$ cat src/rtl/multicycle_control_fsm.sv
// Multi-cycle MIPS sequencing controller: steps fetch/decode/execute/memory/writeback
// and decodes datapath enables and mux selects from the current state.
module multicycle_control_fsm (
  input  logic       clk,
  input  logic       rst,
  input  logic [5:0] opcode,
  input  logic [5:0] funct,
  input  logic       mem_ready,
  output logic       mem_req,
  output logic       IorD,
  output logic       IRWrite,
  output logic       PCWrite,
  output logic       Branch,
  output logic [1:0] PCSrc,
  output logic       ALUSrcA,
  output logic [1:0] ALUSrcB,
  output logic [2:0] ALUControl,
  output logic       RegDst,
  output logic       MemToReg,
  output logic       RegWrite,
  output logic       MemWrite,
  output logic       instr_done,
  output logic       fault,
  output logic [3:0] state
);

  typedef enum logic [3:0] {
    S_FETCH  = 4'd0,
    S_DECODE = 4'd1,
    S_MEMADR = 4'd2,
    S_MEMRD  = 4'd3,
    S_MEMWB  = 4'd4,
    S_MEMWR  = 4'd5,
    S_EXEC   = 4'd6,
    S_ALUWB  = 4'd7,
    S_BRANCH = 4'd8,
    S_ADDIEX = 4'd9,
    S_ADDIWB = 4'd10,
    S_JUMP   = 4'd11,
    S_FAULT  = 4'd12
  } state_t;

  localparam logic [5:0] OP_R    = 6'b000000;
  localparam logic [5:0] OP_LW   = 6'b100011;
  localparam logic [5:0] OP_SW   = 6'b101011;
  localparam logic [5:0] OP_BEQ  = 6'b000100;
  localparam logic [5:0] OP_ADDI = 6'b001000;
  localparam logic [5:0] OP_J    = 6'b000010;

  localparam logic [5:0] FN_ADD = 6'b100000;
  localparam logic [5:0] FN_SUB = 6'b100010;
  localparam logic [5:0] FN_AND = 6'b100100;
  localparam logic [5:0] FN_OR  = 6'b100101;
  localparam logic [5:0] FN_SLT = 6'b101010;

  localparam logic [2:0] ALU_AND = 3'b000;
  localparam logic [2:0] ALU_OR  = 3'b001;
  localparam logic [2:0] ALU_ADD = 3'b010;
  localparam logic [2:0] ALU_SUB = 3'b110;
  localparam logic [2:0] ALU_SLT = 3'b111;

  state_t cur, nxt;
  logic       funct_ok;
  logic [2:0] funct_alu;

  assign state = cur;

  always_comb begin
    funct_ok  = 1'b1;
    funct_alu = ALU_ADD;
    case (funct)
      FN_ADD:  funct_alu = ALU_ADD;
      FN_SUB:  funct_alu = ALU_SUB;
      FN_AND:  funct_alu = ALU_AND;
      FN_OR:   funct_alu = ALU_OR;
      FN_SLT:  funct_alu = ALU_SLT;
      default: funct_ok  = 1'b0;
    endcase
  end

  always_ff @(posedge clk) begin
    if (rst) cur <= S_FETCH;
    else     cur <= nxt;
  end

  always_comb begin
    nxt = cur;
    case (cur)
      S_FETCH:  if (mem_ready) nxt = S_DECODE;
      S_DECODE: begin
        case (opcode)
          OP_LW, OP_SW: nxt = S_MEMADR;
          OP_R:         nxt = funct_ok ? S_EXEC : S_FAULT;
          OP_BEQ:       nxt = S_BRANCH;
          OP_ADDI:      nxt = S_ADDIEX;
          OP_J:         nxt = S_JUMP;
          default:      nxt = S_FAULT;
        endcase
      end
      S_MEMADR: begin
        case (opcode)
          OP_LW:   nxt = S_MEMRD;
          OP_SW:   nxt = S_MEMWR;
          default: nxt = S_FAULT;
        endcase
      end
      S_MEMRD:  if (mem_ready) nxt = S_MEMWB;
      S_MEMWB:  nxt = S_FETCH;
      S_MEMWR:  if (mem_ready) nxt = S_FETCH;
      S_EXEC:   nxt = S_ALUWB;
      S_ALUWB:  nxt = S_FETCH;
      S_BRANCH: nxt = S_FETCH;
      S_ADDIEX: nxt = S_ADDIWB;
      S_ADDIWB: nxt = S_FETCH;
      S_JUMP:   nxt = S_FETCH;
      S_FAULT:  nxt = S_FAULT;
      default:  nxt = S_FAULT;
    endcase
  end

  always_comb begin
    mem_req    = 1'b0;
    IorD       = 1'b0;
    IRWrite    = 1'b0;
    PCWrite    = 1'b0;
    Branch     = 1'b0;
    PCSrc      = 2'b00;
    ALUSrcA    = 1'b0;
    ALUSrcB    = 2'b00;
    ALUControl = ALU_ADD;
    RegDst     = 1'b0;
    MemToReg   = 1'b0;
    RegWrite   = 1'b0;
    MemWrite   = 1'b0;
    instr_done = 1'b0;
    fault      = 1'b0;
    case (cur)
      S_FETCH: begin
        mem_req = 1'b1;
        ALUSrcB = 2'b01;
        IRWrite = mem_ready;
        PCWrite = mem_ready;
      end
      // Branch target computed here so BRANCH can compare registers and load PC in one cycle.
      S_DECODE: ALUSrcB = 2'b11;
      S_MEMADR: begin
        ALUSrcA = 1'b1;
        ALUSrcB = 2'b10;
      end
      S_MEMRD: begin
        mem_req = 1'b1;
        IorD    = 1'b1;
      end
      S_MEMWB: begin
        RegWrite   = 1'b1;
        MemToReg   = 1'b1;
        instr_done = 1'b1;
      end
      S_MEMWR: begin
        mem_req    = 1'b1;
        IorD       = 1'b1;
        MemWrite   = 1'b1;
        instr_done = mem_ready;
      end
      S_EXEC: begin
        ALUSrcA    = 1'b1;
        ALUControl = funct_alu;
      end
      S_ALUWB: begin
        RegWrite   = 1'b1;
        RegDst     = 1'b1;
        instr_done = 1'b1;
      end
      S_BRANCH: begin
        ALUSrcA    = 1'b1;
        ALUControl = ALU_SUB;
        Branch     = 1'b1;
        PCSrc      = 2'b01;
        instr_done = 1'b1;
      end
      S_ADDIEX: begin
        ALUSrcA = 1'b1;
        ALUSrcB = 2'b10;
      end
      S_ADDIWB: begin
        RegWrite   = 1'b1;
        instr_done = 1'b1;
      end
      S_JUMP: begin
        PCWrite    = 1'b1;
        PCSrc      = 2'b10;
        instr_done = 1'b1;
      end
      S_FAULT: fault = 1'b1;
      default: ;
    endcase
    // Reset kills every enable immediately; selects fall back to FETCH values.
    if (rst) begin
      mem_req    = 1'b0;
      IorD       = 1'b0;
      IRWrite    = 1'b0;
      PCWrite    = 1'b0;
      Branch     = 1'b0;
      PCSrc      = 2'b00;
      ALUSrcA    = 1'b0;
      ALUSrcB    = 2'b01;
      ALUControl = ALU_ADD;
      RegDst     = 1'b0;
      MemToReg   = 1'b0;
      RegWrite   = 1'b0;
      MemWrite   = 1'b0;
      instr_done = 1'b0;
      fault      = 1'b0;
    end
  end

endmodule

$ cat config.mk
export PLATFORM = sky130hd
export DESIGN_NAME = multicycle_control_fsm
export DESIGN_NICKNAME = d
export VERILOG_FILES = /design/src/rtl/multicycle_control_fsm.sv
export SDC_FILE = /design/constraint.sdc
export NUM_CORES = 1
export LEC_CHECK = 0
export ABC_CLOCK_PERIOD_IN_PS = 2500
export CORE_UTILIZATION = 39
export CTS_CLUSTER_SIZE = 30
export DETAILED_ROUTE_END_ITERATION = 8
export PLACE_DENSITY = 0.88
export SYNTH_ARGS = -nofsm -noshare
export SYNTH_HDL_FRONTEND = slang
export SYNTH_SLANG_ARGS = --single-unit
$ cat constraint.sdc
create_clock -name clk -period 2.5 [get_ports clk]
set_clock_uncertainty 0.05 [all_clocks]
set_input_delay 0.5 -clock clk [delete_from_list [all_inputs] [get_ports clk]]
set_output_delay 0.5 -clock clk [all_outputs]
set_load 0.05 [all_outputs]
==> impl_metrics.tcl <==
set metrics [dict create \
    cellLeakagePower_nw 0.549 \
    fp.dieW_um 44.9 \
    drv_cap 0 \
    ir_drop_uv 762 \
    avgRoutedWirePerCell_um 18.8 \
    overflow 0 \
    r2r_start "state[1]" \
    nets 165 \
    start_kind "input port" \
    synth_edf_count 0 \
    worst_path_dominant_cell_family "simple AND/OR/NAND/NOR gates" \
    synth_top_area_share 0.112 \
    syn_inst 106 \
    antenna_found_initial 0 \
    async_flop_share 0 \
    worst_ep_arrival_time_ns 1.93 \
    cp_slowest_cell "or4b_4" \
    grt_pass1_vias 1050 \
    io_buffers 37 \
    drive_gt1_frac 0.372 \
    num_vias 1078 \
    regToRegSetupSlack_ns 0.79 \
    outcome "complete, no violations" \
    cts_tree "built" \
    power.density_mw_per_mm2 1010 \
    fin_cells 173 \
    gp_congestion 0.891 \
    worstSetupPathType "input port to output pin" \
    period_needed_ns 2.48 \
    grt_max_degree 18 \
    synth.distinct_cells 48 \
    dp.cells 169 \
    grt_pass1_wl_um 4790 \
    die-area_mm2 0.00201 \
    reg2reg_depth 5 \
    core_mm2 0.00173 \
    r2r-end "state[3]" \
    numCtsBuffers 3 \
    multiInputGateArea_um2 684 \
    fp-row-count 15 \
    synth-seq-cells 4 \
    io_pins 38 \
    p_total_mw 1.48 \
    synth_top_area_cell "dfxtp_1" \
    final_common_cell "buf_12" \
    fmax_mhz 404 \
    period_share 0.990 \
    crit_path_end_kind "output pin" \
    critPathBufInv 2 \
    path_cells "clkdlybuf4s15_1 > nand2b_4 > or3_4 > or4b_4 > buf_8" \
    diodes 0 \
    drt_first_pass_iters 4 \
    cts_max_path_buffers 2 \
    clock-sinks 4 \
    hold_depth 3 \
    required_ns 1.95 \
    clk_pin_slew_ns 0.04 \
    synth_seq_area_share 0.112 \
    slew_viol_final 0 \
    holdWs_ns 0.717 \
    area_growth_pct 103 \
    routed_wl_um 3250 \
    die_h_um 44.9 \
    critical-path-max-stage-delay_ns 0.54 \
    largest_reg_flops 4 \
    grt_util_all_layers 0.327 \
    synth-main-ff-cell "dfxtp_1" \
    synth_warnings 0 \
    crit_fanout 2 \
    hold_buffers 0 \
    final_cell_mix "buf_12, clkdlybuf4s50_1, nor2_1, buf_4, a21oi_1" \
    synth_top_cells_by_area "dfxtp_1, nor2_1, a21oi_1" \
    min_from "state[2]" \
    fillCellCount 108 \
    clock_latency_ns 0.24 \
    min_delay_worst_endpoint "state[2]" \
    avgSynthCellArea_um2 6.76 \
    drt_iter0_drc 39 \
    seq_area_um2 83.8 \
    hold_viol 0 \
    dp_hpwl_um 2250 \
    cts-root-buf "clkbuf_4" \
    worst_slew_pin_slew_ns 0.523 \
    drc 0 \
    setup_viol 0 \
    syn_nets 121 \
    postRouteAntennaNets 0 \
    syn-cell-area_um2 717 \
    initial_core_util 0.415 \
    hold_path.class "register to register" \
    slew_headroom 0.650 \
    vias_per_cell 6.23 \
    h-tree-depth 1 \
]
[through the flow]
| stage | util | TNS, ns | instance area, µm² | setup WS, ns |
|---|---|---|---|---|
| after CTS | 0.840 | 0 | 1450 | 0.0222 |
| after global routing | 0.844 | -0.000947 | 1460 | -0.000947 |
| after floorplan | - | -0.161 | 801 | -0.161 |
| final | 0.844 | 0 | 1460 | 0.0249 |
| after global placement | 0.811 | -0.184 | 1400 | -0.184 |
| after detailed placement | 0.811 | -0.328 | 1400 | -0.237 |
[worst max-delay path by stage]
stage / startpoint / endpoint / slack, ns / cells after the start
floorplan: state[1] / ALUSrcB[1] / -0.16 / 4
global placement: rst / ALUControl[1] / -0.18 / 5
detailed placement: rst / ALUControl[1] / -0.24 / 5
CTS: state[3] / ALUControl[1] / 0.02 / 5
global route: state[3] / ALUControl[1] / -0.0009 / 5
finish: funct[4] / ALUControl[1] / 0.02 / 5
[Yosys cell counts, types with 3 or more instances]
library cell  number
a21oi_1            9
and3_1             3
clkbuf_1           6
dfxtp_1            4
inv_1              5
nand2_1            3
nand2b_1           5
nor2_1            14
nor3_1             8
[worst reg2reg max path, delay by kind of cell (launching register included)]
kind / cells / cell delay, ns
flops: 1 / 0.30
simple gates: 1 / 0.61
buf+inv: 1 / 0.19
compound gates: 3 / 0.44
[cells by family after synthesis]
family / Yosys count / share of synthesized area
AND/OR/NAND/NOR: 50 / 0.396
adder cells (fa/ha/maj): 1 / 0.0140
buffers and inverters: 13 / 0.0750
XOR/XNOR: 2 / 0.0244
flip-flops: 4 / 0.112
AO/OA/AOI/OAI: 33 / 0.335
multiplexers: 3 / 0.0436
[power by group]
| group | leakage [nW] | internal (mW) | total [mW] | switching [mW] |
|---|---|---|---|---|
| Combinational | 0.501 | 0.508 | 1.26 | 0.753 |
| Clock | 0.0138 | 0.0538 | 0.0822 | 0.0284 |
| Sequential | 0.0339 | 0.0943 | 0.133 | 0.0387 |
[final cells by class]
cell class | count | area share
inverters | 5 | 0.0129
clock buffers | 3 | 0.0155
repair buffers | 47 | 0.423
flip-flops and latches | 4 | 0.0575
well taps | 25 | 0.0215
multi-input cells | 89 | 0.470
[per-layer routing]
metal	share of wire	track usage	wire length [µm]	vias up
li1	-	-	-	487
met1	0.35	0.339	1150	512
met2	0.54	0.644	1770	73
met3	0.084	0.0640	272	6
met4	0.019	0.109	62	0
met5	0	0	0	-
[what timing repair did]
| action | CTS | global route |
|---|---|---|
| pin swaps | 2 | 0 |
| gates resized for setup | 11 | 0 |
| setup endpoints to repair | 4 | 1 |
| buffers inserted | 0 | 1 |
(Power assumes the default switching activity.)
